===== config.mk =====
export PLATFORM = sky130hd
export DESIGN_NAME = id_ex_register
export DESIGN_NICKNAME = d
export VERILOG_FILES = /design/src/rtl/pipeline_pkg.sv /design/src/rtl/bubble_counter.sv /design/src/rtl/id_ex_register.sv
export SDC_FILE = /design/constraint.sdc
export NUM_CORES = 1
export LEC_CHECK = 0
export CAP_MARGIN = 10
export CORE_AREA = 2 2 149 151
export DETAILED_ROUTE_END_ITERATION = 10
export DIE_AREA = 0 0 151 153
export GPL_TIMING_DRIVEN = 0
export PLACE_DENSITY_LB_ADDON = 0.12
export SETUP_SLACK_MARGIN = 0.4
export SLEW_MARGIN = 5
export SYNTH_ARGS = -nofsm -noshare
export SYNTH_HDL_FRONTEND = slang
export SYNTH_SLANG_ARGS = --single-unit
export TNS_END_PERCENT = 100

===== constraint.sdc =====
create_clock -name clk -period 1.05 [get_ports clk]
set_input_delay 0.2625 -clock clk [delete_from_list [all_inputs] [get_ports clk]]
set_output_delay 0.2625 -clock clk [all_outputs]
set_load 0.005 [all_outputs]

===== src/rtl/pipeline_pkg.sv =====
// pipeline_pkg: control-word struct and encodings shared by the pipelined RV32I stages.
package pipeline_pkg;
    typedef struct packed {
        logic [1:0] result_src;
        logic       mem_write;
        logic [2:0] alu_ctrl;
        logic       alu_src;
        logic       reg_write;
        logic       byte_addr;
        logic [1:0] jump_type;
        logic [1:0] branch_type;
    } ctrl_t;

    localparam logic [1:0] BR_NONE  = 2'b00;
    localparam logic [1:0] BR_BEQ   = 2'b01;
    localparam logic [1:0] BR_BNE   = 2'b10;
    localparam logic [1:0] JMP_NONE = 2'b00;
    localparam logic [1:0] JMP_JAL  = 2'b01;
    localparam logic [1:0] JMP_JALR = 2'b10;
    localparam logic [1:0] RES_ALU  = 2'b00;
    localparam logic [1:0] RES_MEM  = 2'b01;
    localparam logic [1:0] RES_PC4  = 2'b10;
    localparam logic [1:0] RES_IMM  = 2'b11;

    localparam ctrl_t CTRL_BUBBLE = '0;
endpackage


===== src/rtl/bubble_counter.sv =====
// bubble_counter: saturating up-counter with enable and async active-low reset.
module bubble_counter #(
    parameter int W = 32
) (
    input  logic         clk,
    input  logic         rst_n,
    input  logic         i_en,
    output logic [W-1:0] o_cnt
);
    logic [W-1:0] r_cnt;

    always_ff @(posedge clk or negedge rst_n)
        if (!rst_n)
            r_cnt <= '0;
        else if (i_en && r_cnt != '1)
            r_cnt <= r_cnt + 1'b1;

    assign o_cnt = r_cnt;
endmodule


===== src/rtl/id_ex_register.sv =====
// id_ex_register: decode-to-execute pipeline register with stall, flush and valid tracking.
// Define ID_EX_PERF_CNT_EN to add the saturating BubbleCntE counter port.
module id_ex_register
    import pipeline_pkg::*;
#(
    parameter int XLEN = 32
) (
    input  logic            clk,
    input  logic            rst_n,
    input  logic            StallE,
    input  logic            FlushE,
    input  logic            ValidD,
    input  logic [1:0]      ResultSrcD,
    input  logic            MemWriteD,
    input  logic [2:0]      ALUctrlD,
    input  logic            ALUsrcD,
    input  logic            RegWriteD,
    input  logic            ByteAddrD,
    input  logic [1:0]      JumpTypeD,
    input  logic [1:0]      BranchTypeD,
    input  logic [XLEN-1:0] RD1D,
    input  logic [XLEN-1:0] RD2D,
    input  logic [XLEN-1:0] PCD,
    input  logic [XLEN-1:0] PCPlus4D,
    input  logic [XLEN-1:0] ImmExtD,
    input  logic [4:0]      RdD,
    input  logic [4:0]      Rs1D,
    input  logic [4:0]      Rs2D,
    output logic [1:0]      ResultSrcE,
    output logic            MemWriteE,
    output logic [2:0]      ALUctrlE,
    output logic            ALUsrcE,
    output logic            RegWriteE,
    output logic            ByteAddrE,
    output logic [1:0]      JumpTypeE,
    output logic [1:0]      BranchTypeE,
    output logic [XLEN-1:0] RD1E,
    output logic [XLEN-1:0] RD2E,
    output logic [XLEN-1:0] PCE,
    output logic [XLEN-1:0] PCPlus4E,
    output logic [XLEN-1:0] ImmExtE,
    output logic [4:0]      RdE,
    output logic [4:0]      Rs1E,
    output logic [4:0]      Rs2E,
    output logic            ValidE
`ifdef ID_EX_PERF_CNT_EN
    ,
    output logic [31:0]     BubbleCntE
`endif
);
    ctrl_t           w_ctrl_d, r_ctrl;
    logic [XLEN-1:0] r_rd1, r_rd2, r_pc, r_pc4, r_imm;
    logic [4:0]      r_rd, r_rs1, r_rs2;
    logic            r_valid;
    logic            w_bubble, w_en;

    assign w_ctrl_d = {ResultSrcD, MemWriteD, ALUctrlD, ALUsrcD, RegWriteD, ByteAddrD, JumpTypeD, BranchTypeD};
    // Flush overrides stall; an invalid decode slot becomes a bubble unless stalled.
    assign w_bubble = FlushE || (!StallE && !ValidD);
    assign w_en     = FlushE || !StallE;

    always_ff @(posedge clk or negedge rst_n)
        if (!rst_n) begin
            r_ctrl  <= CTRL_BUBBLE;
            r_rd1   <= '0;
            r_rd2   <= '0;
            r_pc    <= '0;
            r_pc4   <= '0;
            r_imm   <= '0;
            r_rd    <= '0;
            r_rs1   <= '0;
            r_rs2   <= '0;
            r_valid <= 1'b0;
        end else if (w_en) begin
            r_ctrl  <= w_bubble ? CTRL_BUBBLE : w_ctrl_d;
            r_rd1   <= w_bubble ? '0 : RD1D;
            r_rd2   <= w_bubble ? '0 : RD2D;
            r_pc    <= w_bubble ? '0 : PCD;
            r_pc4   <= w_bubble ? '0 : PCPlus4D;
            r_imm   <= w_bubble ? '0 : ImmExtD;
            r_rd    <= w_bubble ? '0 : RdD;
            r_rs1   <= w_bubble ? '0 : Rs1D;
            r_rs2   <= w_bubble ? '0 : Rs2D;
            r_valid <= !w_bubble;
        end

    assign {ResultSrcE, MemWriteE, ALUctrlE, ALUsrcE, RegWriteE, ByteAddrE, JumpTypeE, BranchTypeE} = r_ctrl;
    assign RD1E     = r_rd1;
    assign RD2E     = r_rd2;
    assign PCE      = r_pc;
    assign PCPlus4E = r_pc4;
    assign ImmExtE  = r_imm;
    assign RdE      = r_rd;
    assign Rs1E     = r_rs1;
    assign Rs2E     = r_rs2;
    assign ValidE   = r_valid;

`ifdef ID_EX_PERF_CNT_EN
    bubble_counter #(.W(32)) u_bubble_cnt (
        .clk   (clk),
        .rst_n (rst_n),
        .i_en  (w_bubble),
        .o_cnt (BubbleCntE)
    );
`endif
endmodule


Yosys cells after proc, flatten, opt, wreduce, memory -nomap -nowiden
Cells that the tools add are included. Widths: inputs -> output; s select.

Muxes and demuxes: 9. Reductions and logical operators: 6.

Operator list (count): $mux 32 (5); $mux 5 (3); $mux 13 (1); $logic_not 1->1 (3); $logic_or 1x1->1 (2); $logic_and 1x1->1 (1).

Register bits after elaboration: 189. Input port bits: 193. Output and inout port bits: 189. Word-level logic and storage cells: 32.

Depth between registers and ports, before layout
Gate-level depths: netlist of the first run.

Word-level depth: 4. Depth in mapped cells: 5. Depth with buffers taken out: 2.

Least setup slack after synthesis of the first run
No wires, ideal clock.

Path type: in2reg. From: in ValidD. To: reg r_rd1[10], in the netlist RD1E[10]. Setup time: 122 ps. Arrival time: 1021 ps. Data required time: 928 ps. Setup slack: -92 ps. Cell stages on the path: 5. Buffers on the path: 3. Cells stage by stage: nor2b_1 > buf_6 > buf_4 > buf_6 > a32o_1.

Cells in the longest elaborated chain, start to end: 4.

Ends and longest elaborated chain: start, declared (line id_ex_register.sv:12) `input logic ValidD,`; $logic_not 1->1 (line id_ex_register.sv:59) `assign w_bubble = FlushE || (!StallE && !ValidD);`; $logic_and 1x1->1 (line id_ex_register.sv:59); $logic_or 1x1->1 (line id_ex_register.sv:59); $mux 32 (line id_ex_register.sv:76) `r_rd1 <= w_bubble ? '0 : RD1D;`; end signal, assigned (line id_ex_register.sv:76); end, declared (line id_ex_register.sv:52) `logic [XLEN-1:0] r_rd1, r_rd2, r_pc, r_pc4, r_imm;`.

No other way between the ends. A chain may end at the register's enable or synchronous reset.

Worst setup path after layout of the first run
From: reg r_pc[14], in the netlist PCE[14]. To: out PCE[14].

RTL lines: start, declared (line id_ex_register.sv:52); start signal, assigned (line id_ex_register.sv:78) `r_pc <= w_bubble ? '0 : PCD;`; end, declared (line id_ex_register.sv:39) `output logic [XLEN-1:0] PCE,`.

No word-level cell between the ends.

==> results.json, run 1 <==
{
  "coreArea_um2": 21500,
  "ff2ff_setup_slack_ns": 0.11,
  "clkPwrFrac_pct": 37.8,
  "crit_family": "flip-flops",
  "required_ns": 0.79,
  "dp_cells": 1106,
  "grt_pass1_vias": 7121,
  "area_delta_synth_final_pct": 90.8,
  "cts_root_buffer": "clkbuf_16",
  "power.internal_mw": 13.3,
  "hp-class": "in2async",
  "portBuffers": 381,
  "fin_hold_ws_ns": -0.267,
  "grtUsageTotal_pct": 23.2,
  "pwr-share-comb_pct": 18.1,
  "h-tree-depth": 4,
  "grt-ovfl-total": 0,
  "synth.distinct_cells": 10,
  "stdcell_count": 1292,
  "critPathSlowestCell": "dfrtp_1",
  "cts.sinks": 189,
  "finalSetupViolations": 189,
  "syn_area_per_cell_um2": 16.0,
  "fin_setup_tns_ns": -28.85,
  "synth_cells": 444,
  "p_switching_mw": 4.17,
  "max_slew_margin_pct": 70.1,
  "p_leak_nw": 6.62,
  "multi_input_area_um2": 1930,
  "dpl_worst_slack_ns": -0.815,
  "violations": "negative hold slack, negative setup slack",
  "slew_violations": 0,
  "gp_congestion": 0.804,
  "crit_path_end": "PCE[14]",
  "clockBufferDepth": 2,
  "stdcell_area_um2": 13600,
  "num_rows": 54,
  "ys_seq_area_share_pct": 66.5,
  "antenna_found_initial": 2,
  "die_h_um": 153,
  "hold_viol": 71,
  "nFillCells": 1682,
  "final_core_util_pct": 63.2,
  "fmax_mhz": 814,
  "syn-num-nets": 637,
  "die_area_um2": 23100,
  "ant_nets": 0,
  "seqCellArea_um2": 4730,
  "reg2reg_from": "PCE[4]",
  "cp.buffers_inverters": 1,
  "grt_pass1_wl_mm": 40.6,
  "clkLatencyLatePin_ns": 0.43,
  "worstPathArrival_ns": 0.97,
  "p_total_mw": 17.5,
  "cp-startpoint": "PCE[14]",
  "cts_tree": "yes",
  "critPathMaxFanout": 2,
  "mappedNetlistArea_um2": 7120,
  "p_per_area_nw_per_um2": 1290,
  "yosys_warnings": 0,
  "dpl.hpwl_mm": 18.3,
  "num_vias": 6725,
  "drt-total-wl_mm": 28.4,
  "outcome": "finished with violations",
  "drtPass1Iterations": 4,
  "setup_ws_ns": -0.179,
  "drt-initial-drc-count": 310,
  "drc_errors": 0,
  "cts.clk_slew.worst_paths_ns": 0.07,
  "drt-wirelength-per-cell_um": 22.0,
  "fin_crit_ns": 1.23,
  "seqPwrFrac_pct": 44.1,
  "cts_made_buffers": 17,
  "pin_count": 382,
  "reg2reg_depth": 3,
  "max_stage_delay_ns": 0.40,
  "final_cell_mix": "189 x dfrtp_1, 188 x clkdlybuf4s50_1, 186 x buf_2",
  "via_per_inst": 5.21,
  "dieWidth_um": 151,
  "worst-slew-pin-transition_ns": 0.449,
  "rr_endpoint": "PCE[4]",
  "switching_share_pct": 23.9,
  "path_cells": "buf_2",
  "crit_path_start_kind": "flop",
  "placed_cell_area_um2": 11300,
  "maxCapViolations": 0,
  "final_common_cell": "dfrtp_1",
  "nNetsFinal": 1193,
  "end_kind": "output port",
  "critPathKind": "reg2out",
  "rsz0062_at_grt": "true",
  "ir_drop_v": 0.00105,
  "drive_gt1_share_pct": 44.4,
  "cp.depth": 1,
  "grt_max_degree": 119,
  "fin_crit_sh_pct": 117,
  "start_util_pct": 33.1,
  "final.setup_skew_ns": 0,
  "synth_seq_cells": 189
}
worst min path at each step:
stage                    to  slack, ns     from  cells after the start
2_1_floorplan   ALUctrlE[0]      -0.03    rst_n                      0
3_3_place_gp        PCE[16]       0.47  PCE[16]                      1
3_5_place_dp   PCPlus4E[23]       0.26    rst_n                      1
4_1_cts        PCPlus4E[23]      -0.21    rst_n                      1
5_1_grt        PCPlus4E[23]      -0.26    rst_n                      1
6_report       PCPlus4E[23]      -0.27    rst_n                      1
registers in the layout (all words and copies together), names as in the netlist, 3 cells and up:
register	cells
ImmExtE	32
PCE	32
PCPlus4E	32
RD1E	32
RD2E	32
RdE	5
Rs1E	5
Rs2E	5
ALUctrlE	3
per-layer routing:
| metal | vias to the layer above | GRT usage, % | part of all wire, % |
|---|---|---|---|
| met3 | 53 | 7.97 | 9.2 |
| met2 | 309 | 41.5 | 51 |
| met5 | - | 0 | 0.046 |
| met4 | 2 | 9.21 | 3.4 |
| met1 | 3369 | 24.8 | 36 |
| li1 | 2992 | - | - |
area by class of cell:
cell class	count	share of cell area [%]
Antenna cell	1	0.0184
Buffer	62	5.75
Clock buffer	18	3.16
Clock inverter	12	1.18
Inverter	1	0.0461
Multi-Input combinational cell	192	14.2
Sequential cell	189	34.8
Tap cell	280	2.58
Timing Repair Buffer	537	38.2
kinds of logic after synthesis:
group	Yosys count	share of synthesized area [%]
buffers and inverters	63	6.73
flip-flops	189	66.5
multiplexers	1	0.141
AO/OA/AOI/OAI	188	26.4
AND/OR/NAND/NOR	3	0.228
synth_stat cells, drive strengths merged:
cell / n / area share (%)
dfrtp: 189 / 66
a32o: 188 / 26
buf: 56 / 6.4
clkbuf: 6 / 0.32
nor2b: 2 / 0.18
inv: 1 / 0.053
mux2i: 1 / 0.14
nor2: 1 / 0.053
power by group through the flow:
stage          Combinational [mW]  Sequential [mW]  Clock (mW)
2_1_floorplan               0.674             7.85           0
3_3_place_gp                 2.34             7.83           0
3_5_place_dp                 2.40             7.84           0
4_1_cts                      2.72             7.69        6.77
5_1_grt                      3.36             7.72        7.09
6_report                     3.16             7.70        6.61
repair_timing:
| action | in CTS | in global routing |
|---|---|---|
| pin swaps | 79 | 92 |
| endpoints found under the setup margin | 496 | 496 |
| resized for setup | 857 | 138 |
| buffers inserted | 53 | 62 |
| endpoints found under the hold margin | 71 | 71 |
| gates cloned | 26 | 14 |
No activity file was read; power rests on OpenSTA's default activity.
==> inputs of run 2 (changes only) <==
--- a/config.mk
+++ b/config.mk
@@ -6,10 +6,11 @@
 export NUM_CORES = 1
 export LEC_CHECK = 0
 export CAP_MARGIN = 10
-export CORE_AREA = 2 2 149 151
+export CORE_AREA = 2 2 147 149
 export DETAILED_ROUTE_END_ITERATION = 10
-export DIE_AREA = 0 0 151 153
+export DIE_AREA = 0 0 149 151
 export GPL_TIMING_DRIVEN = 0
+export HOLD_SLACK_MARGIN = 0.03
 export PLACE_DENSITY_LB_ADDON = 0.12
 export SETUP_SLACK_MARGIN = 0.4
 export SLEW_MARGIN = 5
==> constraint.sdc (replaced) <==
create_clock -name clk -period 1.3 [get_ports clk]
set_input_delay 0.325 -clock clk [delete_from_list [all_inputs] [get_ports clk]]
set_output_delay 0.325 -clock clk [all_outputs]
set_load 0.005 [all_outputs]
==> run 2 against run 1 <==
Compared with the run above:
- sequential share of layout area grew 0.48 points
- cell count grew 1.3%
- the flow still finishes with violations (negative hold slack, negative setup slack)
- non-clock buffer count grew 18
- wire length shrank 2.2%
- clock skew is the same
- clock power shrank 15%
- hold slack gained 0.095 ns
==> results.json, run 2 (same netlist as run 1, synthesis figures left out) <==
{
  "grtUsageTotal_pct": 23.2,
  "cts.clk_slew.worst_paths_ns": 0.07,
  "placed_cell_area_um2": 11300,
  "final.setup_skew_ns": 0,
  "drt-wirelength-per-cell_um": 21.2,
  "pwr-share-comb_pct": 17.2,
  "fin_hold_ws_ns": -0.171,
  "area_delta_synth_final_pct": 88.2,
  "fin_crit_ns": 1.31,
  "outcome": "finished with violations",
  "required_ns": 0.98,
  "violations": "negative hold slack, negative setup slack",
  "slew_violations": 0,
  "cts.sinks": 189,
  "start_util_pct": 34.2,
  "drive_gt1_share_pct": 44.6,
  "ir_drop_v": 0.000870,
  "finalSetupViolations": 1,
  "fmax_mhz": 762,
  "power.internal_mw": 10.9,
  "critPathKind": "reg2out",
  "pin_count": 382,
  "antenna_found_initial": 1,
  "max_stage_delay_ns": 0.42,
  "rsz0062_at_grt": "true",
  "h-tree-depth": 4,
  "p_leak_nw": 6.62,
  "num_rows": 53,
  "max_slew_margin_pct": 64.1,
  "end_kind": "output port",
  "globalRouteMet1Util_pct": 26.0,
  "final_cell_mix": "189 x dfrtp_1, 188 x clkdlybuf4s50_1, 186 x buf_2",
  "met3_usage_pct": 6.78,
  "worst-slew-pin-transition_ns": 0.538,
  "die_area_um2": 22500,
  "p_total_mw": 14.3,
  "clockBufferDepth": 2,
  "final_common_cell": "dfrtp_1",
  "cts_tree": "yes",
  "cp-startpoint": "RD1E[21]",
  "cp.buffers_inverters": 1,
  "dieWidth_um": 149,
  "setup_ws_ns": -0.0127,
  "grt-ovfl-total": 0,
  "path_cells": "buf_2",
  "clkLatencyLatePin_ns": 0.43,
  "num_vias": 6818,
  "dpl.hpwl_mm": 18.3,
  "grt_max_degree": 99,
  "grt_busiest_layer": "met2",
  "drtPass1Iterations": 7,
  "grt_pass1_wl_mm": 39.7,
  "coreArea_um2": 20800,
  "reg2reg_from": "PCPlus4E[16]",
  "gp_congestion": 0.812,
  "fin_setup_tns_ns": -0.0127,
  "cts_root_buffer": "clkbuf_16",
  "p_switching_mw": 3.35,
  "maxCapViolations": 0,
  "grt_pass1_vias": 6919,
  "ant_nets": 0,
  "hp-class": "in2async",
  "drc_errors": 0,
  "fin_crit_sh_pct": 101,
  "critPathSlowestCell": "dfrtp_1",
  "worstPathArrival_ns": 0.99,
  "clkPwrFrac_pct": 39.4,
  "nNetsFinal": 1211,
  "stdcell_area_um2": 13400,
  "via_per_inst": 5.21,
  "seqPwrFrac_pct": 43.5,
  "hold_viol": 91,
  "drt-initial-drc-count": 265,
  "cts_made_buffers": 17,
  "drt-total-wl_mm": 27.8,
  "portBuffers": 381,
  "crit_path_start_kind": "flop",
  "met2_usage_pct": 41.3,
  "die_h_um": 151,
  "switching_share_pct": 23.5,
  "critPathMaxFanout": 2,
  "p_per_area_nw_per_um2": 1070,
  "crit_family": "flip-flops"
}
run 2: changes by cell type in the layout (fill, tap and decap cells not counted), sizes merged:
| cell | before | now |
|---|---|---|
| diode | 1 | 3 |
| clkinvlp | 4 | 2 |
| buf | 390 | 411 |
| clkinv | 1 | 2 |
| inv | 5 | 4 |
| bufinv | 3 | 4 |
run 2: through the flow:
stage | setup WS (ns) | utilization [%] | instances
after global routing | -0.0440 | 64.3 | 1307
after global placement | -7.67 | 54.3 | 1100
after detailed placement | -0.604 | 54.4 | 1101
after CTS | -0.0316 | 59.4 | 1226
after floorplan | 0.127 | - | 444
final | -0.0127 | 64.3 | 1309
run 2: what timing repair did:
action | in CTS | in global routing
endpoints found under the hold margin | 91 | 91
pin swaps | 81 | 50
gates cloned | 23 | 11
gates resized for setup | 849 | 75
setup endpoints to repair | 377 | 467
buffers inserted | 70 | 69
run 2: area by class of cell:
type,instances,area [µm²]
inverter,1,6.26
buffer,62,743
clock buffer,21,450
multi-input combinational,192,1930
clock inverter,11,181
tap,275,344
antenna,3,7.51
timing repair buffer,555,5000
fill,1641,7430
sequential,189,4730
run 2: power groups by stage:
stage | Combinational, mW | Sequential, mW | Clock (mW)
final | 2.46 | 6.22 | 5.63
after detailed placement | 1.94 | 6.34 | 0
after global routing | 2.61 | 6.23 | 6.02
after CTS | 2.19 | 6.21 | 5.73
after floorplan | 0.545 | 6.34 | 0
after global placement | 1.89 | 6.33 | 0
run 2: per-layer routing:
layer / routed length [µm] / share of wire (%)
met4: 946 / 3.4
met3: 2250 / 8.1
met1: 9970 / 36
met5: 0 / 0
met2: 14600 / 53
run 2: final timing paths:
| kind | to | depth (start not counted) | slack [ns] |
|---|---|---|---|
| worst max-delay path | RD1E[21] | 1 | -0.01 |
| worst min-delay path | PCE[12] | 1 | -0.17 |
| worst max register to register | PCPlus4E[16] | 3 | 0.34 |
| worst min register to register | ImmExtE[20] | 1 | 0.49 |
| max in group asynchronous | RdE[2] | 2 | 0.59 |
| min in group clk | ValidE | 3 | 0.15 |
